[src/rtl/uart_transmitter.sv]
// UART transmitter: start bit, N data bits LSB first, optional parity, stop bit(s).
// Bit timing comes from a shared 16x oversampling tick; all outputs are registered.
module uart_transmitter #(
    parameter int N       = 8,
    parameter int PARITY  = 0,
    parameter int SB_TICK = 16
) (
    input  logic         clk,
    input  logic         rst_n,
    input  logic         sample_tick,
    input  logic         tx_start,
    input  logic [N-1:0] din,
    output logic         tx,
    output logic         tx_busy,
    output logic         tx_done
);

    localparam int TW = (SB_TICK > 16) ? $clog2(SB_TICK) : 4;
    localparam int BW = $clog2(N);

    localparam logic [TW-1:0] BIT_LAST  = TW'(15);
    localparam logic [TW-1:0] STOP_LAST = TW'(SB_TICK - 1);
    localparam logic [BW-1:0] DATA_LAST = BW'(N - 1);

    localparam logic [2:0] S_IDLE   = 3'd0;
    localparam logic [2:0] S_START  = 3'd1;
    localparam logic [2:0] S_DATA   = 3'd2;
    localparam logic [2:0] S_PARITY = 3'd3;
    localparam logic [2:0] S_STOP   = 3'd4;

    logic [2:0]    state_q, state_d;
    logic [TW-1:0] tick_q, tick_d;
    logic [BW-1:0] bit_q, bit_d;
    logic [N-1:0]  shift_q, shift_d;
    logic          par_q, par_d;
    logic          tx_q, tx_d;
    logic          busy_q, busy_d;
    logic          done_q, done_d;

    always_comb begin
        state_d = state_q;
        tick_d  = tick_q;
        bit_d   = bit_q;
        shift_d = shift_q;
        par_d   = par_q;
        done_d  = 1'b0;

        case (state_q)
            S_IDLE: begin
                if (tx_start) begin
                    shift_d = din;
                    par_d   = (PARITY == 2) ? ~(^din) : ^din;
                    tick_d  = '0;
                    state_d = S_START;
                end
            end
            S_START: begin
                if (sample_tick) begin
                    if (tick_q == BIT_LAST) begin
                        tick_d  = '0;
                        bit_d   = '0;
                        state_d = S_DATA;
                    end else begin
                        tick_d = tick_q + TW'(1);
                    end
                end
            end
            S_DATA: begin
                if (sample_tick) begin
                    if (tick_q == BIT_LAST) begin
                        tick_d  = '0;
                        shift_d = shift_q >> 1;
                        if (bit_q == DATA_LAST) begin
                            state_d = (PARITY != 0) ? S_PARITY : S_STOP;
                        end else begin
                            bit_d = bit_q + BW'(1);
                        end
                    end else begin
                        tick_d = tick_q + TW'(1);
                    end
                end
            end
            S_PARITY: begin
                if (sample_tick) begin
                    if (tick_q == BIT_LAST) begin
                        tick_d  = '0;
                        state_d = S_STOP;
                    end else begin
                        tick_d = tick_q + TW'(1);
                    end
                end
            end
            S_STOP: begin
                if (sample_tick) begin
                    if (tick_q == STOP_LAST) begin
                        tick_d  = '0;
                        state_d = S_IDLE;
                        done_d  = 1'b1;
                    end else begin
                        tick_d = tick_q + TW'(1);
                    end
                end
            end
            default: state_d = S_IDLE;
        endcase
    end

    // Line level is decoded from the next state so tx changes on the same edge as the state.
    always_comb begin
        case (state_d)
            S_START:  tx_d = 1'b0;
            S_DATA:   tx_d = shift_d[0];
            S_PARITY: tx_d = par_d;
            default:  tx_d = 1'b1;
        endcase
        busy_d = (state_d != S_IDLE);
    end

    always_ff @(posedge clk or negedge rst_n) begin
        if (!rst_n) begin
            state_q <= S_IDLE;
            tick_q  <= '0;
            bit_q   <= '0;
            shift_q <= '0;
            par_q   <= 1'b0;
            tx_q    <= 1'b1;
            busy_q  <= 1'b0;
            done_q  <= 1'b0;
        end else begin
            state_q <= state_d;
            tick_q  <= tick_d;
            bit_q   <= bit_d;
            shift_q <= shift_d;
            par_q   <= par_d;
            tx_q    <= tx_d;
            busy_q  <= busy_d;
            done_q  <= done_d;
        end
    end

    assign tx      = tx_q;
    assign tx_busy = busy_q;
    assign tx_done = done_q;

endmodule

[config.mk]
export PLATFORM = sky130hd
export DESIGN_NAME = uart_transmitter
export DESIGN_NICKNAME = d
export VERILOG_FILES = /design/src/rtl/uart_transmitter.sv
export SDC_FILE = /design/constraint.sdc
export NUM_CORES = 1
export LEC_CHECK = 0
export CAP_MARGIN = 20
export CORE_ASPECT_RATIO = 0.9
export CORE_UTILIZATION = 57
export DETAILED_ROUTE_END_ITERATION = 8
export PLACE_DENSITY = 0.83
export REMOVE_ABC_BUFFERS = 1
export SETUP_SLACK_MARGIN = 0.1
export SYNTH_ARGS = -nofsm -noshare
export SYNTH_HDL_FRONTEND = slang
export SYNTH_SLANG_ARGS = --single-unit
[constraint.sdc]
create_clock -name clk -period 4.95 [get_ports clk]
set_clock_uncertainty 0.05 [all_clocks]
set_input_delay 0.495 -clock clk [delete_from_list [all_inputs] [get_ports clk]]
set_output_delay 0.495 -clock clk [all_outputs]
set_load 0.02 [all_outputs]
==> out/qor.csv <==
stage;metric;value;unit
yosys;top area cells in the synthesized netlist;dfrtp_1 (46%), xnor2_1 (6.8%), a222oi_1 (5.2%);
die;die span in x;49.4;µm
clock_tree;clk_lat worst skew;0.30;ns
die;CORE AREA;1910;µm²
finish;NumNets Final;143;
finish;share of layout cells above drive strength 1;7.87;%
clock_tree;Clk pin slew, worst setup/hold paths;0.12;ns
power_and_ir_drop;power share of the combinational group;35.6;%
finish;Ant. Diodes;0;
setup_path;Worst R2R End;shift_q[4]$_DFFE_PN0P_;
clock_tree;CTS Buffer Depth;2;
die;die height;44.7;µm
clock_tree;TritonCTS buffer count;3;
global_routing;global-route usage over all layers;21.8;%
run;max_cap viols;0;
power_and_ir_drop;pwr dens;448;nW/µm²
power_and_ir_drop;P_int;387;µW
setup_path;Worst Reg2Reg Path Length in Cells;5;
global_routing;GR Overflow Total;0;
worst_hold_path;Hold Path Class;input pin to asynchronous set/reset pin;
yosys;ys async rst share;100;%
setup_path;Critical Path Source Type;input pin;
setup_path;Worst Path Arrival;2.33;ns
timing;fin crit period;2.19;ns
yosys;register area share after synthesis;47.8;%
power_and_ir_drop;Clock power frac;13.8;%
routing;total number of vias;933;
routing;drt via density;6.14;
global_routing;vias in the first global route;859;
setup_path;crit path from;tx_start;
timing;RSZ-0062 raised after global routing;false;
global_routing;antenna violations before repair;0;
yosys;Post-synth EDFFs;0;
power_and_ir_drop;Pleak;0.000584;µW
clock_tree;Post-CTS Resized;0;
setup_path;CP Capture Point;shift_q[4]$_DFFE_PN0P_;
placed_design;count of port buffers added during placement;14;
setup_path;Reg2Reg Setup Slack;2.80;ns
die;row count;15;
timing;Fin Setup TNS;0;ns
clock_tree;CTS tree;yes;
placed_design;GPL Wtd Cong;0.895;
die;Initial Utilization;60.3;%
die;Die Area;2210;µm²
clock_tree;CTS root buffer;clkbuf_4;
clock_tree;clock sink total;22;
finish;Area Overhead vs Synth;16.1;%
routing;ANT nets after route;0;
setup_path;Critical Path RT;5.09;ns
timing;Max Slew Vio Count;0;
timing;Final Hold Viols;0;
routing;DRT Wirelength;2060;µm
yosys;post-synth top area share;45.5;%
routing;Initial DRT Pass Iterations;4;
setup_path;Worst Path Class, Setup;input pin to flip-flop;
setup_path;crit path capture type;flip-flop;
power_and_ir_drop;Seq pwr share;50.6;%
yosys;Cells after Synth;112;
clock_tree;H-tree levels;1;
clock_tree;hold_buf cts;0;
yosys;yosys warns;0;
routing;Avg WL per Cell;13.6;µm
timing;fin crit share;44.3;%
timing;fmax;456;MHz
timing;Final setup viols;0;
global_routing;first-pass GRT wire length;3630;µm
yosys;synthesized flop and latch total;22;
yosys;Yosys top cell by area;dfrtp_1;
clock_tree;Post-CTS Setup Repair Bufs;0;
yosys;Top FF cell, synth;dfrtp_1;
global_routing;largest net degree at the start of global routing;23;
timing;Slew Limit Headroom;53.4;%
yosys;synth unique cells;37;
die;I/O Pins;15;
timing;worst hold slack;0.359;ns
yosys;Mapped Area;1150;µm²
power_and_ir_drop;VDD IR max;0.000287;V
power_and_ir_drop;switching share of power;35.6;%
routing;DR iter-0 viols;51;
setup_path;critical path fanouts, max;15;
outcome;status;complete, no violations;
power_and_ir_drop;Sw Pwr;214;µW
yosys;mean post-synth cell area;10.3;µm²
timing;Worst Tran Pin Value;0.696;ns
routing;DRC Markers;0;
setup_path;worst flop-to-flop path startpoint;state_q[2]$_DFF_PN0_;
placed_design;DP HPWL;1530;µm
per-layer routing:
layer  vias to the layer above  global-route usage, %  part of all wire (%)
li1                        442                      -                     -
met1                       450                   28.7                    47
met2                        39                   35.6                    47
met3                         2                   3.70                   5.1
met4                         0                   10.9                  0.58
met5                         -                      0                     0
worst max-delay path, cell delays in order:
cell	delay (ns)
clkdlybuf4s50_1	0.49
nor4b_4	0.60
a31oi_1	0.09
a21o_1	0.26
a222oi_1	0.33
inv_1	0.07
per-stage QoR:
step | worst slack [ns] | instance area (µm²) | utilization, % | instances | power, µW
floorplan | 3.12 | 1130 | - | 108 | 452
global placement | 2.51 | 1300 | 67.9 | 147 | 510
detailed placement | 2.48 | 1300 | 67.9 | 147 | 517
CTS | 2.80 | 1330 | 69.3 | 151 | 599
global route | 2.58 | 1340 | 70.1 | 152 | 644
finish | 2.76 | 1340 | 70.1 | 152 | 600
flip-flops by register name, summed over array words and instances, names as in the netlist:
name,cells
state_q,3
tick_q,4
tx_done,1
tx,1
par_q,1
shift_q,8
bit_q,3
tx_busy,1
synthesized netlist by cell type, types with 2 or more instances:
library cell   n
buf_2          3
a21o_1         3
nand3_1        2
nand4_1        3
nor2b_1        2
xnor2_1        9
nor2_1         9
nor3b_1        3
inv_1         10
a21oi_1        4
o21ai_0        7
a222oi_1       6
dfrtp_1       21
ha_1           3
nand2_1        5
power by group through the flow:
stage	clock, µW	combinational (µW)	sequential, µW
global route	89.4	241	314
CTS	84.9	212	302
detailed placement	0	211	306
floorplan	0	151	301
global placement	0	206	304
finish	82.9	214	304
cells in the final DEF, fill, tap and decap left out, types with 2 or more instances in the layout:
| cell | count |
|---|---|
| dfrtp_1 | 21 |
| o21ai_0 | 7 |
| a21oi_1 | 4 |
| inv_1 | 10 |
| ha_1 | 3 |
| nand4_1 | 3 |
| nor2b_1 | 2 |
| a222oi_1 | 6 |
| a21o_1 | 3 |
| nor3b_1 | 3 |
| clkbuf_4 | 3 |
| clkdlybuf4s50_1 | 14 |
| nand2_1 | 5 |
| nand3_1 | 2 |
| nor2_1 | 9 |
| xnor2_1 | 9 |
worst min path at each step:
stage / from / to / cells past startpoint
after global placement: shift_q[2]$_DFFE_PN0P_ / shift_q[1]$_DFFE_PN0P_ / 2
after global routing: rst_n / bit_q[2]$_DFFE_PN0P_ / 1
after floorplan: rst_n / bit_q[0]$_DFFE_PN0P_ / 0
after CTS: shift_q[6]$_DFFE_PN0P_ / shift_q[5]$_DFFE_PN0P_ / 2
final: rst_n / bit_q[2]$_DFFE_PN0P_ / 1
after detailed placement: shift_q[6]$_DFFE_PN0P_ / shift_q[5]$_DFFE_PN0P_ / 2
cell type report:
cell class	count	area (µm²)
fill	151	573
sequential	22	552
multi-input combinational	75	536
timing repair buffer	15	155
inverter	11	41.3
tap	25	31.3
clock buffer	4	26.3
cells by family after synthesis:
kind of cell,count (synthesis),share of synthesized area [%]
AOI/OAI and AO/OA,31,19.5
adders and majority gates,3,3.25
buffers and inverters,15,5.85
muxes,2,1.84
and+or+nand+nor,30,15.0
xor gates and xnor gates,9,6.83
DFF,22,47.8
Note: power is estimated with default switching activity, not from simulation.
